--- src/rtl/encoder32to5_stream_if.sv ---
// encoder32to5_stream_if: vector-in / index-out valid-ready stream bundle for the bitmap encoder
interface encoder32to5_stream_if #(
  parameter int WIDTH = 32
);
  localparam int IDX_W = $clog2(WIDTH);
  logic             in_valid;
  logic             in_ready;
  logic [WIDTH-1:0] in_vec;
  logic             out_valid;
  logic             out_ready;
  logic [IDX_W-1:0] out_idx;
  logic             out_last;
  logic             out_zero;
  modport slave (
    input  in_valid, in_vec, out_ready,
    output in_ready, out_valid, out_idx, out_last, out_zero
  );
  modport master (
    output in_valid, in_vec, out_ready,
    input  in_ready, out_valid, out_idx, out_last, out_zero
  );
endinterface

--- src/rtl/encoder32to5_stream.sv ---
// encoder32to5_stream: streams the index of every set bit of a multi-hot vector, one beat per set bit
// Define ENC_MSB_FIRST_EN to scan from the top bit downward instead of LSB first.
module encoder32to5_stream #(
  parameter  int WIDTH = 32,
  localparam int IDX_W = $clog2(WIDTH)
) (
  input  logic                  clk,
  input  logic                  rst_n,
  encoder32to5_stream_if.slave  bus,
  output logic                  busy
);
  typedef enum logic {IDLE, EMIT} state_t;
  state_t           state, state_nxt;
  logic [WIDTH-1:0] pend, scan;
  logic [IDX_W-1:0] idx_q, enc;
  logic             last_q, zero_q, accept, fire, load, enc_one, vec_zero;
  // scan is either the fresh vector or pend with the current beat's bit removed
  always_comb begin
    accept   = bus.in_valid && state == IDLE;
    fire     = state == EMIT && bus.out_ready;
    load     = accept || fire;
    vec_zero = bus.in_vec == '0;
    scan     = accept ? bus.in_vec : pend & ~(WIDTH'(1) << idx_q);
    enc      = '0;
`ifdef ENC_MSB_FIRST_EN
    for (int i = 0; i < WIDTH; i++) if (scan[i]) enc = IDX_W'(i);
`else
    for (int i = WIDTH - 1; i >= 0; i--) if (scan[i]) enc = IDX_W'(i);
`endif
    enc_one   = scan != '0 && (scan & (scan - WIDTH'(1))) == '0;
    state_nxt = accept ? EMIT : (fire && last_q) ? IDLE : state;
  end
  always_ff @(posedge clk or negedge rst_n) begin
    if (!rst_n) begin
      state  <= IDLE;
      pend   <= '0;
      idx_q  <= '0;
      last_q <= 1'b0;
      zero_q <= 1'b0;
    end else begin
      state  <= state_nxt;
      pend   <= load ? scan : pend;
      idx_q  <= load ? enc : idx_q;
      last_q <= accept ? (vec_zero || enc_one) : fire ? enc_one : last_q;
      zero_q <= accept ? vec_zero : fire ? 1'b0 : zero_q;
    end
  end
  assign bus.in_ready  = state == IDLE;
  assign bus.out_valid = state == EMIT;
  assign bus.out_idx   = idx_q;
  assign bus.out_last  = last_q;
  assign bus.out_zero  = zero_q;
  assign busy          = state == EMIT;
endmodule
--- src/flat_wrapper.sv ---
// flat-port wrapper written by rule: the top's interface ports become plain ports
module encoder32to5_stream_flat 
#(
  parameter  int WIDTH = 32,
  localparam int IDX_W = $clog2(WIDTH)
)
  (clk, rst_n, busy, bus_in_valid, bus_in_vec, bus_out_ready, bus_in_ready, bus_out_valid, bus_out_idx, bus_out_last, bus_out_zero);
  encoder32to5_stream_if #(.WIDTH(WIDTH)) bus_i ();
  input  logic clk;
  input  logic rst_n;
  output logic busy;
  input wire logic [$bits(bus_i.in_valid)-1:0] bus_in_valid;
  input wire logic [$bits(bus_i.in_vec)-1:0] bus_in_vec;
  input wire logic [$bits(bus_i.out_ready)-1:0] bus_out_ready;
  output wire logic [$bits(bus_i.in_ready)-1:0] bus_in_ready;
  output wire logic [$bits(bus_i.out_valid)-1:0] bus_out_valid;
  output wire logic [$bits(bus_i.out_idx)-1:0] bus_out_idx;
  output wire logic [$bits(bus_i.out_last)-1:0] bus_out_last;
  output wire logic [$bits(bus_i.out_zero)-1:0] bus_out_zero;
  assign bus_i.in_valid = bus_in_valid;
  assign bus_i.in_vec = bus_in_vec;
  assign bus_i.out_ready = bus_out_ready;
  assign bus_in_ready = bus_i.in_ready;
  assign bus_out_valid = bus_i.out_valid;
  assign bus_out_idx = bus_i.out_idx;
  assign bus_out_last = bus_i.out_last;
  assign bus_out_zero = bus_i.out_zero;
  encoder32to5_stream #(.WIDTH(WIDTH)) u_core (.clk(clk), .rst_n(rst_n), .bus(bus_i), .busy(busy));
endmodule
--- config.mk ---
export PLATFORM = sky130hd
export DESIGN_NAME = encoder32to5_stream_flat
export DESIGN_NICKNAME = d
export VERILOG_FILES = /design/src/rtl/encoder32to5_stream_if.sv /design/src/rtl/encoder32to5_stream.sv /design/src/flat_wrapper.sv
export SDC_FILE = /design/constraint.sdc
export NUM_CORES = 1
export LEC_CHECK = 0
export ABC_AREA = 1
export CAP_MARGIN = 20
export CORE_MARGIN = 5
export CORE_UTILIZATION = 38
export DETAILED_ROUTE_END_ITERATION = 6
export PLACE_DENSITY_LB_ADDON = 0.25
export SKIP_LAST_GASP = 1
export SLEW_MARGIN = 25
export SYNTH_ARGS = -nofsm -noshare
export SYNTH_HDL_FRONTEND = slang
export SYNTH_SLANG_ARGS = --single-unit
--- constraint.sdc ---
create_clock -name clk -period 6 [get_ports clk]
set_clock_uncertainty 0.1 [all_clocks]
set_input_delay 0.6 -clock clk [delete_from_list [all_inputs] [get_ports clk]]
set_output_delay 0.6 -clock clk [all_outputs]
set_load 0.05 [all_outputs]
# After elaboration in Yosys (flattened, before gate mapping)
# Index checks and enable logic that the tools add are counted.
[totals]
reg_bits = 40
[op_classes]
n_shift = 1
bitwise_logic = 4
reduce_logical = 11
n_addsub = 1
n_mux = 39
[op_table]
columns = ["cell", "n"]
rows = [
  ["two-way mux 5 bit", 32],
  ["bitwise AND 32 bit", 2],
  ["zero test 32 bit", 2],
  ["two-way mux 32 bit", 1],
  ["NOT 32 bit", 1],
  ["nonzero test 32 bit", 1],
  ["<< shifter 1 x 5 -> 32 bit (first input constant)", 1],
  ["subtractor 32 x 1 -> 32 bit (second input constant)", 1],
  ["two-way mux 1 bit", 6],
  ["logical AND 1 bit", 4],
  ["nonzero test 2 bit", 2],
  ["logical OR 1 bit", 2],
  ["NOT 1 bit", 1],
]

# Longest topological paths before layout
[depth]
ltp_word = 36
ltp_mapped = 38

# Worst setup path before layout
# OpenSTA, ideal clock, no wires.
[synth_path]
path_kind = "reg-to-reg"
from = "register u_core.state (netlist: u_core.bus.out_valid)"
to = "register u_core.last_q (netlist: u_core.bus.out_last)"
stages_incl_launch_ff = 22
synth_period_minus_slack_ns = 3.274
required_time_ns = 5.818
setup_slack_ns = 2.726
setup_ns = 0.082
t_arrival_ns = 3.092
cell_sequence = "dfrtp_1 -> inv_2 -> nand2_4 -> buf_8 -> buf_8 -> buf_12 -> nor2_1 -> a31oi_4 -> inv_1 -> nor2_4 -> nand2_2 -> nor2_1 -> inv_2 -> nor2_4 -> inv_2 -> nor2_4 -> inv_2 -> o21ai_0 -> o2111ai_1 -> nor3_2 -> nand4_1 -> a31oi_1"
[synth_via]
elab_chain_cells = 9
word_cells_on_any_way = 13
[synth_lines]
columns = ["element", "line", "rtl"]
rows = [
  ["from (decl)", "encoder32to5_stream.sv:13", "state_t state, state_nxt;"],
  ["from (signal assigned)", "encoder32to5_stream.sv:41", "state <= state_nxt;"],
  ["NOT 1 bit *", "--", ""],
  ["net bus_in_ready", "flat_wrapper.sv:15", "output wire logic [$bits(bus_i.in_ready)-1:0] bus_in_ready;"],
  ["logical AND 1 bit *", "encoder32to5_stream.sv:19", "accept = bus.in_valid && state == IDLE;"],
  ["two-way mux 32 bit", "encoder32to5_stream.sv:23", "scan = accept ? bus.in_vec : pend & ~(WIDTH'(1) << idx_q);"],
  ["subtractor 32 x 1 -> 32 bit", "encoder32to5_stream.sv:30", "enc_one = scan != '0 && (scan & (scan - WIDTH'(1))) == '0;"],
  ["bitwise AND 32 bit", "encoder32to5_stream.sv:30", ""],
  ["zero test 32 bit", "encoder32to5_stream.sv:30", ""],
  ["logical AND 1 bit", "encoder32to5_stream.sv:30", ""],
  ["two-way mux 1 bit or logical OR 1 bit (tied branches)", "encoder32to5_stream.sv:44", "last_q <= accept ? (vec_zero || enc_one) : fire ? enc_one : last_q;"],
  ["two-way mux 1 bit", "encoder32to5_stream.sv:44", ""],
  ["to (signal assigned)", "encoder32to5_stream.sv:44", ""],
  ["to (decl)", "encoder32to5_stream.sv:16", "logic last_q, zero_q, accept, fire, load, enc_one, vec_zero;"],
]
# The timed path passes the listed nets; every way through them passes the cells marked *. The select of a mux whose other input is x is not followed.
# A chain may end at the register's enable or synchronous reset.

# Worst setup path in the final report
[layout_path]
from = "input bus_in_valid"
to = "register u_core.idx_q[0] (netlist: u_core.bus.out_idx[0])"
[layout_via]
elab_chain_cells = 34
word_cells_on_any_way = 35
[layout_lines]
columns = ["element", "line", "rtl"]
rows = [
  ["from (decl)", "flat_wrapper.sv:12", "input wire logic [$bits(bus_i.in_valid)-1:0] bus_in_valid;"],
  ["logical AND 1 bit *", "encoder32to5_stream.sv:19", ""],
  ["two-way mux 32 bit", "encoder32to5_stream.sv:23", ""],
  ["two-way mux 5 bit (32 in a row)", "encoder32to5_stream.sv:28", "for (int i = WIDTH - 1; i >= 0; i--) if (scan[i]) enc = IDX_W'(i);"],
  ["to (signal assigned)", "encoder32to5_stream.sv:43", "idx_q <= load ? enc : idx_q;"],
  ["to (decl)", "encoder32to5_stream.sv:15", "logic [IDX_W-1:0] idx_q, enc;"],
]
# Every way passes the cells marked *; elsewhere a longest branch is shown, timed or not.

==> flow_summary.toml <==
[run_status]
outcome = "finished clean"

[sta]
hold_viol_final = 0
setup_tns_ns = 0
maxSlewViolCount = 0
slew-limit-headroom_pct = 48.7
setup_slack_ns = 1.96
worst_slew_pin_slew_ns = 0.770
final-setup-viol-count = 0
fin_crit_sh_pct = 67.4
grt_setup_unrepaired = "no"
min_period_ns = 4.04
fmax_mhz = 247

[worst_setup_path]
crit_path_end = "u_core.bus.out_idx[0]$_DFFE_PN0P_"
reg2reg_depth = 37
cp-startpoint = "bus_in_valid"
start_kind = "primary input"
critPathRequiredTime_ns = 6.09
reg2reg_from = "u_core.bus.out_idx[2]$_DFFE_PN0P_"
r2r_slack_ns = 2.10
crit_top_cell = "nand2_1"
worstReg2RegEnd = "u_core.bus.out_idx[0]$_DFFE_PN0P_"
critPathCaptureType = "flop"
worstPathArrival_ns = 4.14
cp_slowest_cell = "nand2_4"
crit_type = "primary input to flop"
crit_fanout = 60
cp_slowest_stage_delay_ns = 0.59

[clock_tree]
cts-root-buf = "clkbuf_8"
cts_hold_buf = 0
cts_sinks = 40
post_cts_resized = 0
numCtsBuffers = 5
clk-insertion-delay-late_ns = 0.30
clk_pin_slew_worst_paths_ns = 0.09
clock_path_buffers = 2
cts_setup_buffers = 0
ctsHtreeMaxLevel = 2
cts_tree = "done"

[routing]
routed_wl_um = 9140
ant_nets = 0
drc = 0
drt-initial-drc-count = 179
dr.pass1.iters = 4
viasPerCell = 5.27
vias = 3225
wl_per_cell_um = 14.9

[die]
boundaryPins = 46
die_y_um = 103
row_count = 34
coreArea_sq_um = 8590
die-width_um = 103
initial_core_util_pct = 38.6
dieArea_sq_um = 10700

[synth]
async_flop_share_pct = 100
syn_area_sq_um = 3310
synth_top_area_share_pct = 30.2
synth_edf_count = 0
synth.avg_cell_area_sq_um = 7.02
synth_most_common_cell = "nand2_1"
synth_top_area_cell = "dfrtp_1"
synth_seq_cells = 40
synth_ff_type = "dfrtp_1"
ys_warn_count = 0
synth_cell_type_count = 41
syn-num-nets = 508
synth_area_leaders = "dfrtp_1 (30%), nand2_1 (11%), o21ai_0 (6.8%)"
syn-instance-count = 472
ys_seq_area_share_pct = 30.2
yosys-top-cells-count = "nand2_1 (94), inv_1 (53), nor2_1 (52)"

[global_routing]
grt_pass1_vias = 3235
grt_max_degree = 61
grt_pass1_wl_um = 15400
grt-ovfl-total = 0
antenna_found_initial = 0
gr-usage-all-layers_pct = 18.3

[power]
leakage_nw = 1.80
p_seq_share_pct = 24.5
peakVddDrop_mv = 0.359
p_int_uw = 885
switching_share_pct = 54.0
comb_power_share_pct = 63.6
powerDensity_nw_per_um2 = 498
p_switching_mw = 1.04
pwr-share-clk_pct = 11.9

[place]
place.gp.congestion = 0.960
place.port_buffers = 45
place_ws_ns = 1.70
dp.final_hpwl_um = 6700

[layout]
drive_above_1_share_pct = 15.9
fillers = 927
diodes = 0
area_growth_pct = 16.6
finalNetCount = 539

[hold_path]
hp-class = "primary input to async pin"

[job]
drv_cap = 0
==> cells in the final DEF, fill, tap and decap left out, drive strengths merged <==
cell type / count
nor4: 6
clkbuf: 6
clkinv: 4
nand4: 28
a21oi: 7
bufinv: 1
clkdlybuf4s50: 44
a221oi: 2
inv: 80
maj3: 1
dfrtp: 40
buf: 2
a22oi: 1
nand2: 97
a31oi: 30
o22ai: 1
nor3: 6
o32ai: 1
o21ai: 46
nor2: 70
o31ai: 4
nand3: 22
a31o: 1
o2111ai: 1
o211ai: 3
==> kinds of logic after synthesis <==
logic type	Yosys count	synth area share, %
AND/OR/NAND/NOR	229	34.1
buffers and inverters	105	14.0
AO/OA/AOI/OAI	97	21.4
flip-flops	40	30.2
adder cells (fa/ha/maj)	1	0.302
==> registers in the layout, indices dropped and copies added (netlist names) <==
signal	count
u_core.pend	32
u_core.bus.out_idx	5
u_core.bus.out_last	1
u_core.bus.out_valid	1
u_core.bus.out_zero	1
==> worst max-delay path, delay by kind of cell <==
kind            cells  cell delay [ns]
compound gates      1             0.35
buf+inv             2             0.70
simple gates       32             2.48
==> power by group through the flow <==
stage               clock network, mW  logic, mW  registers, mW
global route                    0.243       1.38          0.486
finish                          0.228       1.22          0.472
global placement                    0       1.21          0.471
CTS                             0.234       1.23          0.470
floorplan                           0      0.934          0.494
detailed placement                  0       1.22          0.474
==> stage by stage <==
stage / utilization (%) / hold slack [ns] / cell area (sq um) / std cells / power (mW)
3_3_place_gp: 43.7 / 0.369 / 3750 / 604 / 1.68
2_1_floorplan: - / 0.204 / 3310 / 472 / 1.43
4_1_cts: 44.9 / 0.377 / 3860 / 612 / 1.93
6_report: 45.0 / 0.170 / 3860 / 612 / 1.93
3_5_place_dp: 43.7 / 0.365 / 3750 / 604 / 1.69
5_1_grt: 45.0 / 0.217 / 3860 / 612 / 2.11
==> metal layers <==
metal	global-route usage [%]	up-vias	share of wire (%)
met5	0	-	0
met1	25.1	1492	46
met4	6.08	0	1.5
li1	-	1636	-
met3	2.62	9	7.4
met2	29.4	88	45
==> worst min-delay path by stage <==
stage | from | end | slack, ns | cells after the start
after floorplan | rst_n | u_core.bus.out_idx[0]$_DFFE_PN0P_ | 0.20 | 0
after global placement | u_core.pend[23]$_DFFE_PN0P_ | u_core.pend[23]$_DFFE_PN0P_ | 0.37 | 2
after detailed placement | u_core.bus.out_zero$_DFFE_PN0P_ | u_core.bus.out_zero$_DFFE_PN0P_ | 0.37 | 2
after CTS | rst_n | u_core.pend[17]$_DFFE_PN0P_ | 0.38 | 1
after global routing | rst_n | u_core.pend[18]$_DFFE_PN0P_ | 0.22 | 1
final | rst_n | u_core.pend[17]$_DFFE_PN0P_ | 0.17 | 1
==> area by class of cell <==
type | instances | area (sq um) | area share (%)
clock buffers | 6 | 72.6 | 1.88
clock inverters | 2 | 35.0 | 0.906
inverters | 83 | 315 | 8.16
multi-input cells | 327 | 1850 | 47.9
flip-flops and latches | 40 | 1000 | 25.9
well taps | 108 | 135 | 3.50
repair buffers | 46 | 455 | 11.8
Note: power is estimated with default switching activity, not from simulation.
